### config.mk
export PLATFORM = sky130hd
export DESIGN_NAME = crc_engine
export DESIGN_NICKNAME = d
export VERILOG_FILES = /design/src/rtl/crc_pkg.sv /design/src/rtl/crc_channel.sv /design/src/rtl/crc_engine.sv
export SDC_FILE = /design/constraint.sdc
export NUM_CORES = 1
export LEC_CHECK = 0
export ABC_AREA = 1
export BUFFER_PORTS_ARGS = -buffer_cell sky130_fd_sc_hd__clkbuf_2
export CORE_MARGIN = 2
export CORE_UTILIZATION = 50
export DETAILED_ROUTE_END_ITERATION = 6
export GPL_TIMING_DRIVEN = 0
export HOLD_SLACK_MARGIN = 0.15
export PLACE_DENSITY = 0.77
export SYNTH_ARGS = -nofsm -noshare
export SYNTH_HDL_FRONTEND = slang
export SYNTH_HIERARCHICAL = 1
export SYNTH_SLANG_ARGS = --single-unit
export TNS_END_PERCENT = 30
### constraint.sdc
create_clock -name clk -period 4.3 [get_ports clk]
set_clock_uncertainty 0.1 [all_clocks]
set_input_delay 0.43 -clock clk [delete_from_list [all_inputs] [get_ports clk]]
set_output_delay 0.43 -clock clk [all_outputs]
set_load 0.03 [all_outputs]
### src/rtl/crc_pkg.sv
// Shared constants and helpers for the dual-channel CRC-16 coprocessor.
// Consumers switch between bit-serial and byte-folding engines with CRC_FAST_EN.
package crc_pkg;

    localparam int CRC_W  = 16;
    localparam int DATA_W = 8;
    localparam int CNT_W  = $clog2(DATA_W);
    localparam logic [CRC_W-1:0] POLY = 16'h1021;

    typedef enum logic {
        ST_IDLE  = 1'b0,
        ST_SHIFT = 1'b1
    } crc_state_e;

    localparam int STAT_BUSY1 = 0;
    localparam int STAT_BUSY2 = 1;
    localparam int STAT_DONE1 = 2;
    localparam int STAT_DONE2 = 3;
    localparam int STAT_OVF1  = 4;
    localparam int STAT_OVF2  = 5;

    // One MSB-first, non-reflected LFSR step.
    function automatic logic [CRC_W-1:0] crc_step(input logic [CRC_W-1:0] crc,
                                                  input logic             din);
        logic fb;
        fb = crc[CRC_W-1] ^ din;
        return {crc[CRC_W-2:0], 1'b0} ^ (fb ? POLY : '0);
    endfunction

    function automatic logic [CRC_W-1:0] crc_byte(input logic [CRC_W-1:0]  crc,
                                                  input logic [DATA_W-1:0] din);
        logic [CRC_W-1:0] c;
        c = crc;
        for (int k = DATA_W - 1; k >= 0; k--) begin
            c = crc_step(c, din[k]);
        end
        return c;
    endfunction

endpackage

### src/rtl/crc_channel.sv
// One CRC-16 channel: valid/ready byte intake, shift FSM, sticky overflow, done pulse.
// CRC_FAST_EN folds the whole byte in a single SHIFT cycle instead of eight.
//   state    | meaning
//   ST_IDLE  | waiting for a byte (ready when enabled and no init strobe)
//   ST_SHIFT | folding the latched byte into the CRC register
module crc_channel
    import crc_pkg::*;
(
    input  logic              clk,
    input  logic              rst,
    input  logic              en_i,
    input  logic              init_strb_i,
    input  logic [CRC_W-1:0]  init_i,
    input  logic              data_valid_i,
    input  logic [DATA_W-1:0] data_i,
    output logic              data_ready_o,
    output logic [CRC_W-1:0]  crc_o,
    output logic              busy_o,
    output logic              done_o,
    output logic              ovf_o
);

    crc_state_e        state_q, state_d;
    logic [CRC_W-1:0]  crc_q, crc_d;
    logic [DATA_W-1:0] byte_q, byte_d;
    logic [CNT_W-1:0]  bit_cnt_q, bit_cnt_d;
    logic              done_q, done_d;
    logic              ovf_q, ovf_d;
    logic              can_take;

`ifdef CRC_FAST_EN
    assign can_take = (state_q == ST_IDLE);
`else
    // Intake reopens during the final bit so the next byte overlaps the last shift.
    assign can_take = (state_q == ST_IDLE) || (bit_cnt_q == '0);
`endif

    assign data_ready_o = en_i && !init_strb_i && !rst && can_take;

    always_comb begin
        state_d   = state_q;
        crc_d     = crc_q;
        byte_d    = byte_q;
        bit_cnt_d = bit_cnt_q;
        done_d    = 1'b0;
        ovf_d     = ovf_q;
        if (init_strb_i) begin
            state_d = ST_IDLE;
            crc_d   = init_i;
            ovf_d   = 1'b0;
        end else begin
            if (data_valid_i && !data_ready_o) begin
                ovf_d = 1'b1;
            end
            if (state_q == ST_SHIFT) begin
                if (!en_i) begin
                    state_d = ST_IDLE;
                end else begin
`ifdef CRC_FAST_EN
                    crc_d   = crc_byte(crc_q, byte_q);
                    state_d = ST_IDLE;
                    done_d  = 1'b1;
`else
                    crc_d     = crc_step(crc_q, byte_q[bit_cnt_q]);
                    bit_cnt_d = bit_cnt_q - 1'b1;
                    if (bit_cnt_q == '0) begin
                        state_d = ST_IDLE;
                        done_d  = 1'b1;
                    end
`endif
                end
            end
            if (data_valid_i && data_ready_o) begin
                state_d   = ST_SHIFT;
                byte_d    = data_i;
                bit_cnt_d = CNT_W'(DATA_W - 1);
            end
        end
    end

    always_ff @(posedge clk) begin
        if (rst) begin
            state_q   <= ST_IDLE;
            crc_q     <= '0;
            byte_q    <= '0;
            bit_cnt_q <= '0;
            done_q    <= 1'b0;
            ovf_q     <= 1'b0;
        end else begin
            state_q   <= state_d;
            crc_q     <= crc_d;
            byte_q    <= byte_d;
            bit_cnt_q <= bit_cnt_d;
            done_q    <= done_d;
            ovf_q     <= ovf_d;
        end
    end

    assign crc_o  = crc_q;
    assign busy_o = (state_q == ST_SHIFT);
    assign done_o = done_q;
    assign ovf_o  = ovf_q;

endmodule

### src/rtl/crc_engine.sv
// Dual-channel CRC-16 coprocessor: two independent crc_channel instances plus status packing.
// Build option CRC_FAST_EN selects single-cycle byte folding in both channels.
module crc_engine
    import crc_pkg::*;
(
    input  logic              clk,
    input  logic              rst,
    input  logic [1:0]        i_en,
    input  logic [1:0]        i_init_strb,
    input  logic [CRC_W-1:0]  i_init1,
    input  logic [CRC_W-1:0]  i_init2,
    input  logic [1:0]        i_data_valid,
    input  logic [DATA_W-1:0] i_data1,
    input  logic [DATA_W-1:0] i_data2,
    output logic [1:0]        o_data_ready,
    output logic [CRC_W-1:0]  o_crc1,
    output logic [CRC_W-1:0]  o_crc2,
    output logic [7:0]        o_stat
);

    logic [1:0] busy, done, ovf;

    crc_channel u_ch1 (
        .clk          (clk),
        .rst          (rst),
        .en_i         (i_en[0]),
        .init_strb_i  (i_init_strb[0]),
        .init_i       (i_init1),
        .data_valid_i (i_data_valid[0]),
        .data_i       (i_data1),
        .data_ready_o (o_data_ready[0]),
        .crc_o        (o_crc1),
        .busy_o       (busy[0]),
        .done_o       (done[0]),
        .ovf_o        (ovf[0])
    );

    crc_channel u_ch2 (
        .clk          (clk),
        .rst          (rst),
        .en_i         (i_en[1]),
        .init_strb_i  (i_init_strb[1]),
        .init_i       (i_init2),
        .data_valid_i (i_data_valid[1]),
        .data_i       (i_data2),
        .data_ready_o (o_data_ready[1]),
        .crc_o        (o_crc2),
        .busy_o       (busy[1]),
        .done_o       (done[1]),
        .ovf_o        (ovf[1])
    );

    assign o_stat[STAT_BUSY1] = busy[0];
    assign o_stat[STAT_BUSY2] = busy[1];
    assign o_stat[STAT_DONE1] = done[0];
    assign o_stat[STAT_DONE2] = done[1];
    assign o_stat[STAT_OVF1]  = ovf[0];
    assign o_stat[STAT_OVF2]  = ovf[1];
    assign o_stat[7:6]        = 2'b00;

endmodule
### Word level (Yosys, flattened, before mapping)

Index checks and enable logic that the tools add are counted.

* memories kept: 0
* latch bits: 0
* flip-flop bits (word level): 60
* bits in read-only memories: 0
* input bits: 56
* RAM bits: 0
* output and inout bits: 42

* reductions and logical operators: 37
* mux-type cells: 28
* $mul: 0
* bitwise operators: 10
* eq/ne operators: 0
* order comparisons: 2
* add/sub/neg operators: 2
* div/mod/pow operators: 0
* shift operators: 0

Operator list (count)
* two-way mux 16 bit: 6
* XOR 16 bit: 2
* two-way mux 13 bit: 2
* two-way mux 3 bit: 6
* nonzero test 2 bit: 8
* two-way mux 1 bit: 12
* logical AND 1 bit: 10
* less-than comparator 3 x 4 -> 1 bit (second input constant): 2
* AND reduction 2 bit: 4
* OR reduction 4 bit: 2
* binary-select mux 1 bit (select 3 bit): 2
* logical NOT 3 bit: 2
* inverter 1 bit: 6
* AND reduction 3 bit: 2
* subtractor 3 x 1 -> 3 bit (second input constant): 2
* logical NOT 1 bit: 5
* OR reduction 2 bit: 2
* logical OR 1 bit: 2
* XOR 1 bit: 2

### Longest topological paths before layout

Gate-level depths: netlist of run 1.

* word-level depth: 8
* gate-level depth with buffers: 12
* depth with buffers taken out: 12

### Hierarchy

The synthesis of run 1 kept the hierarchy.

Modules (own cells, without submodules)
* crc_channel: area an instance 1363.8 um^2, cells an instance 184, instances 2
* crc_engine: area an instance 18.8 um^2, cells an instance 3, instances 1

### Least setup slack after synthesis of run 1

Ideal clock, no wire load.

* path type: register to register
* from: reg u_ch1.bit_cnt_q[0]
* to: reg u_ch1.bit_cnt_q[1]
* cell stages (with the launch flop): 11
* required time: 4077 ps
* path slack: 2694 ps
* period minus slack after synthesis: 1606 ps
* setup time: 123 ps
* arrival: 1383 ps
* cell sequence: dfxtp_1 > inv_2 > ha_1 > nand2_1 > nand2_1 > nand2_1 > inv_2 > nand2_2 > buf_6 > buf_6 > a31oi_2

* cells in the longest elaborated chain, start to end: 6

Ends and longest elaborated chain
* start, declared: RTL line crc_channel.sv:26 `logic [CNT_W-1:0] bit_cnt_q, bit_cnt_d;`
* start signal, assigned: RTL line crc_channel.sv:93 `bit_cnt_q <= bit_cnt_d;`
* logical NOT 3 bit (*): RTL line crc_channel.sv:35 `assign can_take = (state_q == ST_IDLE) || (bit_cnt_q == '0);`
* logical OR 1 bit (*): RTL line crc_channel.sv:35
* logical AND 1 bit (*): RTL line crc_channel.sv:38 `assign data_ready_o = en_i && !init_strb_i && !rst && can_take;`
* via o_data_ready[0]: RTL line crc_engine.sv:15 `output logic [1:0] o_data_ready,`
* logical AND 1 bit (*): RTL line crc_channel.sv:73 `if (data_valid_i && data_ready_o) begin`
* nonzero test 2 bit (no line)
* AND reduction 3 bit (no line)

Mark *: on every way through the listed nets, which the timed path passes. The rest lies on a longest branch. The select of a mux whose other input is x is not followed.
A chain may end at the register's enable or synchronous reset.

### Final worst setup path of run 1

* from: reg u_ch1.bit_cnt_q[0]
* to: out o_data_ready[0]

* cells in the longest elaborated chain, start to end: 3

Ends and longest elaborated chain (RTL line)
* logical NOT 3 bit: crc_channel.sv:35
* logical OR 1 bit: crc_channel.sv:35
* logical AND 1 bit: crc_channel.sv:38
* end, declared: crc_engine.sv:15

Every way passes these cells.

==> results.json, run 1 <==
{
  "htree_levels": 3,
  "fp.dieW_um": 78.12,
  "crit_required_ps": 3770,
  "switchingPower_mw": 0.3505,
  "cts_setup_buffers": 0,
  "grt_pass1_wl_um": 11230,
  "drt_iter0_drc": 106,
  "yosys_register_bits": 60,
  "gp_congestion": 0.8471,
  "setup_viol": 0,
  "cts_root_buf": "clkbuf_8",
  "grt_max_degree": 11,
  "ys_seq_area_share_pct": 43.74,
  "hp-class": "in2reg",
  "slew_headroom_pct": 65.99,
  "via_per_inst": 5.077,
  "final_util_pct": 66.61,
  "hold_buffers": 0,
  "start_util_pct": 52.76,
  "cts_buffers": 9,
  "rrSetupSlack_ps": 2570,
  "die_h_um": 78.12,
  "rsz0062_at_grt": "no",
  "insertion_delay_ps": 330,
  "num_vias": 2787,
  "max_freq_ghz": 0.4706,
  "drc": 0,
  "grt_pass1_vias": 2602,
  "avgSynthCellArea_um2": 7.403,
  "drv_slew": 0,
  "syn_inst": 371,
  "routed_wl_um": 6697,
  "r2r_cells": 12,
  "p_clk_share_pct": 35.3,
  "synth_edf_count": 0,
  "vdd_drop_max_uv": 221.4,
  "async_flop_share_pct": 0,
  "wire_per_inst_um": 12.20,
  "crit_end": "o_data_ready[0]",
  "internal_power_mw": 0.8924,
  "r2r-start": "u_ch1/bit_cnt_q[0]",
  "drive_above_1_share_pct": 29.85,
  "period_needed_ps": 2125,
  "pwr-share-seq_pct": 48.6,
  "track_usage_pct": 22.90,
  "r2r_end": "u_ch1/bit_cnt_q[2]",
  "num_rows": 26,
  "outcome": "finished clean",
  "startpoint_type": "register",
  "cp.arrival_ps": 1590,
  "antenna_found_initial": 0,
  "cp_max_fo": 7,
  "ys_warn_count": 6,
  "p_comb_share_pct": 16.1,
  "portBuffers": 92,
  "path_clk_slew_ps": 60,
  "synth_top_area_cell": "dfxtp_1",
  "crit_type": "reg2out",
  "powerDensity_nw_per_um2": 358.5,
  "boundaryPins": 98,
  "ys_top_cells_by_count": "nand2_1, dfxtp_1, inv_1",
  "post-dp-hpwl_um": 4873,
  "cts_tree": "done",
  "netlist_area_um2": 2746,
  "gr-total-overflow": 0,
  "nets": 535,
  "area_delta_synth_final_pct": 26.24,
  "netlist.area_leader.share_pct": 43.74,
  "hold_viol": 0,
  "crit_start": "u_ch1/bit_cnt_q[0]",
  "finalCritPeriodShare_pct": 49.42,
  "clock_path_buffers": 2,
  "post_cts_resized": 0,
  "worstMarginPinSlew_ps": 508.3,
  "synth.area.top_cells": "dfxtp_1, nand2_1, a21oi_1",
  "core_area_um2": 5205,
  "dieArea_um2": 6102,
  "dr.pass1.iters": 4,
  "leakagePower_nw": 1.621,
  "synth_top_flop_cell": "dfxtp_1",
  "swShare_pct": 28.20,
  "cp-end-kind": "primary output",
  "drv_cap": 0,
  "yosysMostFrequentCell": "nand2_1",
  "cts_sinks": 60,
  "finalSetupTns_ps": 0,
  "synth_cell_types": 27,
  "antenna_left": 0,
  "antenna_cells": 0
}
[flip-flops by register name (all words and copies together), names as in the netlist, 3 cells and up]
| register | flops |
|---|---|
| u_ch1/byte_q | 8 |
| u_ch2/crc_o | 16 |
| u_ch1/bit_cnt_q | 3 |
| u_ch1/crc_o | 16 |
| u_ch2/bit_cnt_q | 3 |
| u_ch2/byte_q | 8 |
[worst min-delay path by stage]
stage,startpoint,endpoint,cells past startpoint
5_1_grt,i_init1[9],u_ch1/crc_o[9],3
6_report,i_init2[3],u_ch2/crc_o[3],3
2_1_floorplan,u_ch1/byte_q[1],u_ch1/byte_q[1],2
3_5_place_dp,u_ch1/byte_q[7],u_ch1/byte_q[7],2
4_1_cts,i_init2[3],u_ch2/crc_o[3],3
3_3_place_gp,u_ch2/byte_q[3],u_ch2/byte_q[3],2
[through the flow]
stage / hold slack, ps / cell area (um^2) / setup slack [ps] / power [mW] / instances
6_report: 252.7 / 3467 / 2175 / 1.243 / 549
5_1_grt: 253.5 / 3467 / 2036 / 1.298 / 549
4_1_cts: 240.7 / 3467 / 2160 / 1.254 / 549
3_5_place_dp: 346.1 / 3298 / 2510 / 0.8154 / 534
3_3_place_gp: 344.6 / 3298 / 2556 / 0.8110 / 534
2_1_floorplan: 329.2 / 2750 / 2694 / 0.7479 / 372
[layer usage]
metal	up-vias	global-route usage, %	share of wire, %
met5	-	0	0
met4	0	11.40	1.6
met3	7	3.563	5.2
met2	81	37.59	47
met1	1271	29.33	46
li1	1428	-	-
[critical path, cell delays in order (launching register included)]
cell and delay, ps:
dfxtp_1 460, inv_2 110, ha_1 210, nand2_1 100, nand2_1 60, nand2_1 100
inv_2 50, clkbuf_2 180
[power by group through the flow]
| stage | logic, mW | clock network, mW | registers [mW] |
|---|---|---|---|
| floorplan | 0.0989 | 0 | 0.649 |
| global placement | 0.196 | 0 | 0.615 |
| detailed placement | 0.200 | 0 | 0.615 |
| CTS | 0.201 | 0.450 | 0.604 |
| global route | 0.222 | 0.470 | 0.607 |
| finish | 0.201 | 0.439 | 0.603 |
[logic make-up after synthesis]
kind of cell | share of synthesized area, %
other | 0.1365
AO/OA/AOI/OAI | 19.13
AND/OR/NAND/NOR | 24.05
flip-flops | 43.74
adder cells (fa/ha/maj) | 1.822
buffers and inverters | 11.12
[cell usage in the layout (no fill, tap or decap), drive strengths merged]
cell type	synthesis	layout
conb	1	2
nor3	4	4
clkbuf	6	111
nand2	120	120
nand3	20	20
inv	40	40
buf	14	14
a22o	2	2
a211oi	2	2
dfxtp	60	60
ha	4	4
nor2	12	12
a21oi	30	30
o21ai	24	24
clkinv	0	2
a31oi	24	24
a22oi	8	8
[layout make-up]
type                       instances  area, um^2
sequential                        60        1201
inverter                          40       160.2
fill                             490        1738
multi-input combinational        252        1244
timing repair buffer              92       460.4
clock inverter                     2       10.01
tap                               70       87.58
clock buffer                      13       158.9
buffer                            20       145.1
No activity file was read; power rests on OpenSTA's default activity.
==> inputs of run 2 (changes only) <==
Settings changed: CORE_UTILIZATION 50 to 45, PLACE_DENSITY 0.77 to 0.73.
Clock period 4.3 ns to 1.8 ns, I/O delays scaled along.
==> results.json, run 2 (synthesis results as in run 1) <==
{
  "finalSetupTns_ps": 0,
  "dr.pass1.iters": 4,
  "powerDensity_nw_per_um2": 749.8,
  "routed_wl_um": 7818,
  "final_cells": 615,
  "drc": 0,
  "placed_area_um2": 3304,
  "cts_tree": "done",
  "dieArea_um2": 6744,
  "insertion_delay_ps": 330,
  "final_cell_mix": "nand2_1, clkbuf_2, dlygate4sd3_1",
  "setup_viol": 0,
  "cp_max_fo": 9,
  "period_needed_ps": 1706,
  "grt_max_degree": 11,
  "cp.arrival_ps": 1820,
  "post-dp-hpwl_um": 4886,
  "drt_iter0_drc": 124,
  "dpl.cell_count": 539,
  "die_h_um": 82.12,
  "outcome": "finished clean",
  "pre_cts_slack_ps": 96.87,
  "path_buf_inv": 3,
  "crit_required_ps": 1910,
  "via_per_inst": 5.005,
  "grt_pass1_wl_um": 12250,
  "p_total_mw": 3.095,
  "antenna_cells": 0,
  "startpoint_type": "input pin",
  "track_usage_pct": 23.52,
  "nets": 596,
  "finalCritPeriodShare_pct": 94.79,
  "cp-end-kind": "register",
  "vdd_drop_max_uv": 615.3,
  "fp.dieW_um": 82.12,
  "n_fill_cell": 502,
  "portBuffers": 92,
  "antenna_left": 0,
  "htree_levels": 3,
  "cpMostUsedCell": "dlygate4sd3_1",
  "drv_cap": 0,
  "max_freq_ghz": 0.5861,
  "num_rows": 28,
  "gr-total-overflow": 0,
  "stdcell_area_um2": 4128,
  "cts_sinks": 60,
  "boundaryPins": 98,
  "drive_above_1_share_pct": 29.63,
  "final_common_cell": "nand2_1",
  "cp_cell_sequence": "dlygate4sd3_1 -> buf_2 -> nor2_2 -> nand2_2 -> a21oi_2 -> nor2_1 -> dlygate4sd3_1",
  "worst_slack_ps": 93.83,
  "cpLargestDelayFamily": "buffers and inverters",
  "hp-class": "reg2reg",
  "cts_buffers": 9,
  "critPathSlowestCell": "dlygate4sd3_1",
  "hold_viol": 0,
  "crit_type": "in2reg",
  "cts_root_buf": "clkbuf_8",
  "clock_path_buffers": 2,
  "core_area_um2": 5921,
  "area_delta_synth_final_pct": 50.30,
  "start_util_pct": 46.39,
  "antenna_found_initial": 0,
  "wire_per_inst_um": 12.71,
  "leakagePower_nw": 1.895,
  "drv_slew": 0,
  "crit_path_max_incr_delay_ps": 550,
  "num_vias": 3078,
  "gp_congestion": 0.8259,
  "grt_pass1_vias": 2906,
  "path_clk_slew_ps": 60
}
[run 2: final cells by class]
| cell class | count | area, um^2 | share of cell area, % |
|---|---|---|---|
| clock buffers | 13 | 158.9 | 3.850 |
| repair buffers | 153 | 1071 | 25.95 |
| inverters | 40 | 162.7 | 3.941 |
| plain buffers | 20 | 145.1 | 3.516 |
| well taps | 75 | 93.84 | 2.273 |
| flip-flops and latches | 60 | 1211 | 29.34 |
| multi-input cells | 252 | 1275 | 30.89 |
| clock inverters | 2 | 10.01 | 0.2425 |
[run 2: power by group]
part	internal (mW)	total, mW	leakage [nW]	switching (mW)
Sequential	1.39	1.44	0.494	0.0489
Combinational	0.266	0.603	1.31	0.337
Clock	0.563	1.05	0.0893	0.487
[run 2: path summary, 6_finish.rpt]
path	startpoint	to	slack, ps	cells after the start
min reg2reg	u_ch2/byte_q[4]	u_ch2/byte_q[4]	350	2
min	u_ch2/byte_q[4]	u_ch2/byte_q[4]	350	2
max	rst	u_ch1/ovf_o	90	7
max reg2reg	u_ch1/bit_cnt_q[0]	u_ch1/ovf_o	120	8
[run 2: timing repair]
item / 4_1_cts / 5_1_grt
hold buffers: 58 / 0
hold endpoints to repair: 55 / 0
resized for setup: 2 / 21
buffers inserted: 0 / 3
setup endpoints to repair: 2 / 18
[run 2: metrics by stage]
step                      hold WS [ps]  utilization, %
after CTS                        353.4           68.51
final                            351.8           69.72
after global placement           340.5           55.81
after detailed placement         343.5           55.81
after global routing             370.2           69.72
after floorplan                  224.7               -
[run 2: per-layer routing]
layer / vias to the layer above / routed length [um] / GRT usage, %
met5: - / 0 / 0
met2: 124 / 3783 / 39.59
met4: 0 / 247 / 14.00
met3: 22 / 511 / 4.348
met1: 1387 / 3274 / 27.85
li1: 1545 / - / -
[run 2: worst register-to-register path, cell delays in order (launching register included)]
cell	delay, ps
dfxtp_4	370
inv_4	90
ha_4	130
nand2_2	70
nand2_2	60
nand2_2	60
a21oi_2	110
nor2_1	40
dlygate4sd3_1	540
==> inputs of run 3 (changes only) <==
Settings changed: CELL_PAD_IN_SITES_DETAIL_PLACEMENT from default to 0, CELL_PAD_IN_SITES_GLOBAL_PLACEMENT from default to 1, CORE_UTILIZATION 45 to 31, PLACE_DENSITY 0.73 to 0.72.
==> results.json, run 3 (synthesis results as in run 1) <==
{
  "outcome": "finished clean",
  "hold_path_depth": 2,
  "r2r_end": "u_ch1/ovf_o",
  "final_cell_mix": "nand2_1, clkbuf_2, dlygate4sd3_1",
  "portBuffers": 92,
  "crit_path_max_incr_delay_ps": 380,
  "area_delta_synth_final_pct": 53.71,
  "crit_start": "u_ch2/bit_cnt_q[0]",
  "gr-total-overflow": 0,
  "vdd_drop_max_uv": 448.8,
  "via_per_inst": 4.616,
  "num_vias": 3014,
  "cp_cell_sequence": "inv_2 -> ha_1 -> nand2_2 -> nand2_1 -> nand2_1 -> inv_2 -> buf_2",
  "cp-end-kind": "primary output",
  "grt_pass1_wl_um": 12850,
  "swShare_pct": 28.73,
  "crit_end": "o_data_ready[1]",
  "r2r_cells": 8,
  "final_common_cell": "nand2_1",
  "num_rows": 34,
  "nets": 601,
  "hold_viol": 0,
  "n_fill_cell": 892,
  "drc": 0,
  "cts_buffers": 9,
  "grt_pass1_vias": 2827,
  "period_needed_ps": 1730,
  "clock_path_buffers": 2,
  "setup_viol": 0,
  "internal_power_mw": 2.227,
  "switchingPower_mw": 0.8979,
  "insertion_delay_ps": 340,
  "gp_congestion": 0.7858,
  "leakagePower_nw": 1.903,
  "crit_type": "reg2out",
  "htree_levels": 3,
  "start_util_pct": 31.80,
  "routed_wl_um": 7859,
  "drt_iter0_drc": 53,
  "rsz0062_at_grt": "yes",
  "fp.dieW_um": 98.13,
  "cts_root_buf": "clkbuf_8",
  "antenna_found_initial": 0,
  "slew_headroom_pct": 66.12,
  "dr.pass1.iters": 4,
  "track_usage_pct": 16.38,
  "post-dp-hpwl_um": 5302,
  "drive_above_1_share_pct": 29.72,
  "powerDensity_nw_per_um2": 740.3,
  "grt_max_degree": 11,
  "path_clk_slew_ps": 60,
  "p_clk_share_pct": 34.5,
  "dpl.cell_count": 572,
  "crit_required_ps": 1520,
  "wire_per_inst_um": 12.04,
  "r2r-start": "u_ch1/bit_cnt_q[0]",
  "rrSetupSlack_ps": 110,
  "antenna_left": 0,
  "core_area_um2": 8636,
  "finalCritPeriodShare_pct": 96.12,
  "p_total_mw": 3.125,
  "worstMarginPinSlew_ps": 508.3,
  "drv_cap": 0,
  "max_freq_ghz": 0.5780,
  "pwr-share-seq_pct": 46.1,
  "cp.arrival_ps": 1450,
  "drv_slew": 0,
  "final_cells": 653,
  "p_comb_share_pct": 19.4,
  "boundaryPins": 98,
  "cp_max_fo": 7,
  "multi_input_area_um2": 1285,
  "hp-class": "reg2reg",
  "dieArea_um2": 9629,
  "antenna_cells": 0,
  "startpoint_type": "register",
  "regArea_um2": 1211,
  "cts_tree": "done",
  "die_h_um": 98.13,
  "critPathSlowestCell": "dfxtp_4",
  "cts_sinks": 60
}
[run 3: cell count changes in the layout (fill, tap and decap cells not counted), sizes merged]
cell | previous run | this run
dlygate4sd3 | 57 | 62
buf | 17 | 19
clkbuf | 111 | 110
dlymetal6s4s | 1 | 0
[run 3: final cells by class]
| class | count | area share [%] |
|---|---|---|
| Buffer | 20 | 3.438 |
| Clock buffer | 13 | 3.764 |
| Clock inverter | 2 | 0.2371 |
| Inverter | 40 | 3.853 |
| Multi-Input combinational cell | 252 | 30.44 |
| Sequential cell | 60 | 28.69 |
| Tap cell | 108 | 3.201 |
| Timing Repair Buffer | 158 | 26.38 |
[run 3: worst min-delay path by stage]
stage	from	end	slack [ps]
2_1_floorplan	i_data_valid[0]	u_ch1/ovf_o	220
3_3_place_gp	i_init1[6]	u_ch1/crc_o[6]	340
3_5_place_dp	i_init2[3]	u_ch2/crc_o[3]	340
4_1_cts	u_ch2/byte_q[3]	u_ch2/byte_q[3]	360
5_1_grt	u_ch1/byte_q[4]	u_ch1/byte_q[4]	380
6_report	u_ch2/byte_q[3]	u_ch2/byte_q[3]	360
[run 3: repair_timing]
item / in CTS / in global routing
pin swaps: 0 / 1
setup endpoints to repair: 2 / 25
gates resized for setup: 6 / 16
setup buffers: 0 / 4
hold buffers: 62 / 0
hold endpoints to repair: 58 / 0
[run 3: worst max-delay path, delay by kind of cell (launching register included)]
| kind | cells | cell delay, ps |
|---|---|---|
| adder cells (fa/ha/maj) | 1 | 220 |
| buffers and inverters | 3 | 290 |
| flip-flops | 1 | 380 |
| AND/OR/NAND/NOR | 3 | 240 |
[run 3: power groups by stage]
stage | Sequential, mW | Combinational (mW) | Clock (mW)
global route | 1.45 | 0.668 | 1.19
CTS | 1.44 | 0.591 | 1.14
finish | 1.44 | 0.606 | 1.08
floorplan | 1.55 | 0.236 | 0
detailed placement | 1.47 | 0.483 | 0
global placement | 1.47 | 0.480 | 0
[run 3: per-stage QoR]
step / setup WS, ps / util (%) / hold slack (ps) / setup TNS (ps) / instance area, um^2
2_1_floorplan: 193.7 / - / 224.7 / 0 / 2750
3_3_place_gp: 68.68 / 38.74 / 340.6 / 0 / 3346
3_5_place_dp: 73.79 / 38.74 / 341.9 / 0 / 3346
4_1_cts: 1.560 / 48.02 / 359.1 / 0 / 4146
5_1_grt: -22.55 / 48.88 / 382.8 / -38.24 / 4222
6_report: 69.81 / 48.88 / 357.3 / 0 / 4222
[run 3: metal layers]
layer	global-route usage (%)	part of all wire, %	vias up
met1	20.55	46	1367
li1	-	-	1557
met4	6.731	1.7	0
met2	26.98	47	80
met3	3.937	5.1	10
met5	0	0	-
